File: src/rtl/prelude_pkg.sv
// Shared definitions for the prelude core's register-IO peripherals.
package prelude_pkg;

  // UART transmitter frame phases.
  typedef enum logic [1:0] {
    IDLE  = 2'd0,
    START = 2'd1,
    DATA  = 2'd2,
    STOP  = 2'd3
  } tx_state_t;

  // Bit positions on the register-IO port.
  localparam int RIO_REQ_BIT  = 7;  // request toggle in rio_out
  localparam int RIO_ACK_BIT  = 7;  // acknowledge toggle in rio_in
  localparam int RIO_BUSY_BIT = 0;  // busy flag in rio_in

  // 8N1 frame: start + 8 data + stop.
  localparam int UART_FRAME_BITS = 10;

endpackage : prelude_pkg

File: src/rtl/rio_uart_tx.sv
// rio_uart_tx: accepts 7-bit characters from the prelude core over a
// toggle handshake on rio_out[7] and sends each as an 8N1 UART frame.
// Acknowledge toggle and busy flag are returned on rio_in.
module rio_uart_tx
  import prelude_pkg::*;
#(
  parameter int CLKS_PER_BIT = 16
) (
  input  logic       clk,
  input  logic       rst_n,
  input  logic [7:0] rio_out,
  output logic [7:0] rio_in,
  output logic       tx
);

  // A bit period shorter than two clocks leaves no room for the counter.
  if (CLKS_PER_BIT < 2) begin : g_bad_clks_per_bit
    $error("rio_uart_tx: CLKS_PER_BIT must be at least 2");
  end

  localparam int              BAUD_W      = $clog2(CLKS_PER_BIT);
  localparam logic [BAUD_W-1:0] BAUD_RELOAD = BAUD_W'(CLKS_PER_BIT - 1);

  logic [7:0]        req_q;
  logic              ack_q;
  tx_state_t         state_q;
  logic [7:0]        shift_q;
  logic [BAUD_W-1:0] baud_q;
  logic [2:0]        bitcnt_q;
  logic              tx_q;
  logic              req_pending;

  // A request is outstanding while the core's toggle differs from our ack.
  assign req_pending = (req_q[RIO_REQ_BIT] != ack_q);

  // Register the core's port every cycle; all decisions use this copy.
  // NOTE: sequential state uses non-blocking assignments so every register
  // samples pre-edge values, independent of statement order.
  always_ff @(posedge clk or negedge rst_n) begin
    if (!rst_n) begin
      req_q <= '0;
    end else begin
      req_q <= rio_out;
    end
  end

  // Frame sequencer: accept, start bit, 8 data bits LSB first, stop bit.
  // tx is updated alongside the state so the line is always a flop output.
  always_ff @(posedge clk or negedge rst_n) begin
    if (!rst_n) begin
      ack_q    <= 1'b0;
      state_q  <= IDLE;
      shift_q  <= '0;
      baud_q   <= '0;
      bitcnt_q <= '0;
      tx_q     <= 1'b1;
    end else begin
      case (state_q)
        IDLE: begin
          tx_q <= 1'b1;
          if (req_pending) begin
            shift_q <= {1'b0, req_q[6:0]};
            ack_q   <= req_q[RIO_REQ_BIT];
            baud_q  <= BAUD_RELOAD;
            tx_q    <= 1'b0;
            state_q <= START;
          end
        end

        START: begin
          if (baud_q == '0) begin
            baud_q   <= BAUD_RELOAD;
            bitcnt_q <= '0;
            tx_q     <= shift_q[0];
            state_q  <= DATA;
          end else begin
            baud_q <= baud_q - 1'b1;
          end
        end

        DATA: begin
          if (baud_q == '0) begin
            baud_q  <= BAUD_RELOAD;
            shift_q <= {1'b0, shift_q[7:1]};
            if (bitcnt_q == 3'd7) begin
              tx_q    <= 1'b1;
              state_q <= STOP;
            end else begin
              tx_q     <= shift_q[1];
              bitcnt_q <= bitcnt_q + 3'd1;
            end
          end else begin
            baud_q <= baud_q - 1'b1;
          end
        end

        STOP: begin
          tx_q <= 1'b1;
          if (baud_q == '0) begin
            state_q <= IDLE;
          end else begin
            baud_q <= baud_q - 1'b1;
          end
        end

        default: begin
          tx_q    <= 1'b1;
          state_q <= IDLE;
        end
      endcase
    end
  end

  // Status word: ack toggle and busy, decoded from registered state only.
  // NOTE: every output of an always_comb gets a default first so no path
  // can leave it unassigned and infer a latch.
  always_comb begin
    rio_in               = '0;
    rio_in[RIO_ACK_BIT]  = ack_q;
    rio_in[RIO_BUSY_BIT] = (state_q != IDLE);
  end

  assign tx = tx_q;

endmodule : rio_uart_tx

File: config.mk
export PLATFORM = sky130hd
export DESIGN_NAME = rio_uart_tx
export DESIGN_NICKNAME = d
export VERILOG_FILES = /design/src/rtl/prelude_pkg.sv /design/src/rtl/rio_uart_tx.sv
export SDC_FILE = /design/constraint.sdc
export NUM_CORES = 1
export LEC_CHECK = 0
export CAP_MARGIN = 40
export CORE_ASPECT_RATIO = 0.75
export CORE_MARGIN = 1.5
export CORE_UTILIZATION = 44
export DETAILED_ROUTE_END_ITERATION = 16
export GPL_TIMING_DRIVEN = 0
export PLACE_DENSITY = 0.67
export SYNTH_ARGS = -nofsm -noshare
export SYNTH_HDL_FRONTEND = slang
export SYNTH_SLANG_ARGS = --single-unit
File: constraint.sdc
create_clock -name clk -period 2.1 [get_ports clk]
set_clock_uncertainty 0.1 [all_clocks]
set_input_delay 0.21 -clock clk [delete_from_list [all_inputs] [get_ports clk]]
set_output_delay 0.21 -clock clk [all_outputs]
set_load 0.1 [all_outputs]
* Word-level counts from Yosys, hierarchy flattened
Cells that the tools add are included.
** Cells by class
- Add/subtract/negate cells :: 2
- Equal/unequal tests :: 12
- Muxes and demuxes :: 22
- Reductions and logical operators :: 12
** Operator list (count)
- 2-to-1 mux 8 bit :: 2
- one-hot mux 8 bit (2 select lines) :: 1
- inequality test 2 bit (second input constant) :: 7
- 2-to-1 mux 4 bit :: 3
- one-hot mux 4 bit (3 select lines) :: 1
- 2-to-1 mux 2 bit :: 5
- 2-to-1 mux 3 bit :: 3
- one-hot mux 2 bit (4 select lines) :: 1
- one-hot mux 3 bit (2 select lines) :: 1
- AND reduction 2 bit :: 3
- nonzero test 2 bit :: 3
- AND reduction 5 bit :: 1
- == test 2 bit (second input constant) :: 2
- zero test 4 bit :: 1
- 2-to-1 mux 1 bit :: 4
- one-hot mux 1 bit (4 select lines) :: 1
- AND reduction 4 bit :: 1
- subtractor 4 x 1 -> 4 bit (second input constant) :: 1
- adder 3 x 1 -> 3 bit (second input constant) :: 1
- == test 3 bit (second input constant) :: 1
- AND reduction 3 bit :: 1
- == test 2 x 1 -> 1 bit (second input constant) :: 1
- zero test 2 bit :: 1
- OR reduction 2 bit :: 1
- inequality test 1 bit :: 1
** Storage, ports and cells
- Flip-flop bits (word level) :: 27
- Input port bits :: 10
- Output and inout port bits :: 9

* Logic depth before layout (Yosys ltp)
- Depth after elaboration :: 4
- Mapped depth :: 8
- Mapped depth without buffers :: 6

* Least setup slack after synthesis
Ideal clock, no wire load.
- Path kind :: register to register
- Start point :: register baud_q[0]
- End point :: register state_q[1]
- Setup time :: 125 ps
- Arrival :: 1511 ps
- Data required time :: 1875 ps
- Path slack :: 364 ps
- Cell stages (with the launch flop) :: 7
- Path buffers :: 0
- Clock period less this slack :: 1736 ps
- Path through :: dfrtp_1 > inv_1 > ha_1 > or3b_4 > o31ai_4 > nand3b_4 > mux2_4
** On the way
- Longest elaborated chain between the ends :: 3
** Ends and longest elaborated chain
- start, declared :: RTL line rio_uart_tx.sv:28 : logic [BAUD_W-1:0] baud_q;
- start signal, assigned :: RTL line rio_uart_tx.sv:77 : baud_q <= baud_q - 1'b1;
- start signal, assigned :: RTL line rio_uart_tx.sv:93 : baud_q <= baud_q - 1'b1;
- start signal, assigned :: RTL line rio_uart_tx.sv:102 : baud_q <= baud_q - 1'b1;
- zero test 4 bit * :: RTL line rio_uart_tx.sv:71, rio_uart_tx.sv:82, rio_uart_tx.sv:99
- inequality test 2 bit (no source line)
- AND reduction 5 bit (no source line) *
- end signal, assigned :: RTL line rio_uart_tx.sv:75 : state_q <= DATA;
- end signal, assigned :: RTL line rio_uart_tx.sv:87 : state_q <= STOP;
- end signal, assigned :: RTL line rio_uart_tx.sv:100 : state_q <= IDLE;
- end, declared :: RTL line rio_uart_tx.sv:26 : tx_state_t state_q;
Mark *: on every way between the ends. The rest lies on a longest branch, timed or not.
A chain may end at the register's enable or synchronous reset.

* Worst setup path after layout
- Start point :: register state_q[0]
- End point :: output rio_in[0]
** On the way
- Longest elaborated chain between the ends :: 1
** Ends and longest elaborated chain
- start signal, assigned :: RTL line rio_uart_tx.sv:52 : state_q <= IDLE;
- start signal, assigned :: RTL line rio_uart_tx.sv:66 : state_q <= START;
- start signal, assigned :: RTL line rio_uart_tx.sv:75
- nonzero test 2 bit :: RTL line rio_uart_tx.sv:120 : rio_in[RIO_BUSY_BIT] = (state_q != IDLE);
- end, declared :: RTL line rio_uart_tx.sv:12 : output logic [7:0] rio_in,
Every way passes these cells.

==> impl_summary.txt <==
----------------------------------------------------
[Power]
  Net load switching power ... 1.200 mW
  Internal Pwr Total ... 1.616 mW
  Highest ir drop seen on vdd ... approximately 0.00088 V
  Leak ... between 0.7 and 0.8 nW
  Sequential share of power ... 0.295
  Portion of total power attributed to the clock network ... 0.114
  Combinational fraction of design power ... 0.591
  Power per cell area ... ~1700 mW/mm2
  Net switching fraction of the power ... 0.4261

[Yosys]
  Cell types with the largest area share after synthesis ... sky130_fd_sc_hd__dfrtp_1 47%, sky130_fd_sc_hd__ha_1 7.5%, sky130_fd_sc_hd__mux2i_1 4.5%
  Top cell type by total area after synthesis ... sky130_fd_sc_hd__dfrtp_1
  Number of distinct standard cells referenced by the synthesized netlist ... 36
  Post-synthesis average cell area ... around 11 um2
  Number of standard cells after synthesis ... 120
  Register area share after synthesis ... 0.4874
  Area of the mapped netlist ... 0.001338 mm2
  Yosys top cell area share ... 0.4677
  Synthesis warning total ... 0
  Total of flip-flops plus latches after synthesis ... 26

[Timing]
  Total of endpoints with negative setup slack in the final report ... 0
  Final critical delay including setup and external delays ... between 2 and 2.5 ns
  Fmax ... between 400 and 500 MHz
  Share of the clock period used by the worst path after layout ... 0.9582
  RSZ-0062 raised after global routing ... no
  Number of hold violations in the final report ... 0
  Fin Setup TNS ... 0 ns
  Final worst slack ... 0.08770 ns
  Final count of pins violating max slew ... 0

[Global routing]
  All-Layer GR Usage ... 0.1734
  Vias in the first global route ... between 800 and 900
  Overall overflow remaining after global route ... 0
  Wire length of the first global-routing pass ... roughly 4.3 mm
  Initial antenna violation count ... 0
  Maximum number of pins on one net before global-route repair ... 19

[Route]
  First-pass iteration count of the detailed router ... 4
  Residual DRC ... 0
  1st-iter DRT viols ... 21
  Number of nets still failing antenna checks after routing ... 0
  Wirelength per Cell ... 13.39 um
  Vias/cell ... 5.016
  Final routed wirelength across all metal layers ... around 2.5 mm
  Overall via count from detail_route ... slightly above 900

[Floorplan]
  Core Region ... between 0.002 and 0.003 mm2
  Chip Height ... 50.75 um
  Die span in x ... about 67 um
  Row cnt ... 17
  Top Ports ... 19
  Full die area ... between 0.003 and 0.004 mm2
  Effective utilization at floorplan ... 0.4590

[Min path]
  Class of the tightest hold or removal check ... primary input to async pin

[Run]
  Count of maximum capacitance violations ... 0

[Worst setup path]
  Crit path max-delay cell type ... sky130_fd_sc_hd__clkdlybuf4s50_1
  Worst R2R Path Depth ... 6
  Category of cells accounting for the largest share of critical-path delay ... buffers and inverters
  Data required time of the worst path ... between 1.5 and 2 ns
  Worst path max stage delay ... ~0.52 ns
  Startpoint type of the worst setup path ... register
  Signal arrival time at the worst endpoint ... roughly 1.7 ns
  Number of logic stages on the critical path including buffering ... 5
  Largest fanout of any net on the critical path ... 6
  Endpoint type of the worst setup path ... output pin
  Total buffers and inverters traversed by the critical path ... 4
  Type of the setup path with the least slack ... register to output pin
  Critical Path, Cell by Cell ... inv_2 -> ha_4 -> inv_1 -> clkdlybuf4s50_1 -> buf_12

[Layout]
  Share of final-layout standard cells stronger than drive strength 1 ... 0.2162
  Number of antenna repair diodes ... 0
  Net count, final ... 167
  Synth-to-layout area growth ... 25.72%
  Final standard cell count with taps included and fillers excluded ... roughly 190
  Design Area, Final ... ~0.0017 mm2
  Number of filler instances in the final layout ... approximately 250

[CTS]
  Clock latency on the worst-skew pair ... 0.27 ns
  Clk sinks ... 26
  Number of buffers inserted by hold repair at cts ... 0
  # H-tree levels ... 1
  Maximum clock insertion buffer count ... 2
  Number of CTS-inserted buffers ... 3
  Clock transition time at the flip-flop clock pins of the worst setup and hold paths ... roughly 0.080 ns
  Clock tree from TritonCTS ... built
  Root buf cell ... sky130_fd_sc_hd__clkbuf_8

[Placed design]
  Final HPWL DP ... 1.871 mm
  Placed insts ... roughly 180
  Buffers on Ports ... 12
  Post-placement setup slack ... around 0.15 ns
  Cell Area, Placed ... roughly 0.0016 mm2
  Final weighted congestion in routability-driven placement ... slightly above 0.8

[Run status]
  Outcome ... finished clean

----------------------------------------------------
[final timing paths]
path	from	endpoint	slack, ns
max	state_q[0]$_DFFE_PN0P_	rio_in[0]	0.09
min	rst_n	state_q[1]$_DFFE_PN0P_	0.13
max reg2reg	baud_q[0]$_DFFE_PN0P_	state_q[1]$_DFFE_PN0P_	0.23
min reg2reg	req_q[6]$_DFF_PN0_	shift_q[6]$_DFFE_PN0P_	0.40
max in group asynchronous	rst_n	tx$_DFFE_PN1P_	1.23
min in group clk	rio_out[5]	req_q[5]$_DFF_PN0_	0.27
[layout make-up]
class	count	area (um2)	area share
inverters	6	22.52	0.01339
flip-flops and latches	26	651.9	0.3876
well taps	38	47.55	0.02827
multi-input cells	83	626.9	0.3728
clock buffers	4	55.05	0.03274
repair buffers	19	207.7	0.1235
plain buffers	10	70.07	0.04167
[layout by cell type, fill, tap and decap left out, types with 2 or more instances in the layout]
master	netlist	layout
sky130_fd_sc_hd__a22oi_1	2	2
sky130_fd_sc_hd__nand2_1	4	4
sky130_fd_sc_hd__clkdlybuf4s50_1	0	12
sky130_fd_sc_hd__nor3_1	3	3
sky130_fd_sc_hd__o21ai_0	9	9
sky130_fd_sc_hd__buf_2	3	2
sky130_fd_sc_hd__a21oi_1	9	9
sky130_fd_sc_hd__buf_8	0	3
sky130_fd_sc_hd__clkbuf_8	0	4
sky130_fd_sc_hd__dfrtp_1	25	25
sky130_fd_sc_hd__mux2_2	2	2
sky130_fd_sc_hd__nor2_1	9	9
sky130_fd_sc_hd__mux2i_1	6	6
sky130_fd_sc_hd__nand2b_1	3	3
sky130_fd_sc_hd__conb_1	1	6
sky130_fd_sc_hd__inv_1	6	5
sky130_fd_sc_hd__a22o_1	3	3
sky130_fd_sc_hd__buf_4	7	10
sky130_fd_sc_hd__ha_1	8	7
[cell families (layout without fill, tap and decap cells)]
| logic type | Yosys count | in the layout | share of synthesized area |
|---|---|---|---|
| AOI/OAI and AO/OA | 31 | 31 | 0.1581 |
| xor gates and xnor gates | 2 | 2 | 0.01310 |
| adders and majority gates | 8 | 8 | 0.07484 |
| buffers and inverters | 16 | 39 | 0.06735 |
| DFF | 26 | 26 | 0.4874 |
| muxes | 9 | 9 | 0.07296 |
| other | 1 | 6 | 0.002804 |
| and+or+nand+nor | 27 | 27 | 0.1235 |
[state kept, by name, summed over array words and instances (netlist names)]
register,flops
shift_q,7
state_q,2
req_q,8
tx,1
bitcnt_q,3
baud_q,4
ack_q,1
[metal layers]
metal	share of wire	wire length, um	vias up	global-route usage
li1	-	-	461	-
met5	0	0	-	0
met4	0.017	43	0	0.07143
met1	0.46	1133	447	0.2192
met2	0.49	1211	21	0.2850
met3	0.041	102	4	0.04036
[power by group through the flow]
stage	Clock [mW]	Sequential (mW)	Combinational, mW
final	0.320	0.832	1.66
after global routing	0.346	0.854	1.83
after CTS	0.329	0.836	1.61
after detailed placement	0	0.847	1.56
after global placement	0	0.832	1.41
after floorplan	0	0.883	1.11
[per-stage QoR]
step	power [mW]	util	hold WS, ns
3_3_place_gp	2.239	0.5230	0.3723
3_5_place_dp	2.410	0.5436	0.3795
2_1_floorplan	1.992	-	-0.1856
4_1_cts	2.776	0.5668	0.1407
5_1_grt	3.026	0.5771	0.1524
6_report	2.817	0.5771	0.1305
[timing repair]
| action | CTS | global route |
|---|---|---|
| resized for setup | 2 | 3 |
| endpoints found under the setup margin | 1 | 5 |
| buffers inserted | 0 | 3 |
| pin swaps | 0 | 1 |
[synthesized netlist by cell type, drive strengths merged]
master and count:
a31oi 1, o211ai 1, nor2 9, dfstp 1
ha 8, nand4bb 1, a21oi 9, a22o 3
nand2 4, nor3b 2, a21o 1, or3b 1
buf 10, a211oi 1, mux2 3, a22oi 3
o32a 1, nand2b 3, nand3b 2, and2 1
nor2b 1, mux2i 6, o21ai 9, xor2 1
inv 6, xnor2 1, conb 1, o31ai 1
o21a 1, nor3 3, dfrtp 25
(Power assumes the default switching activity.)
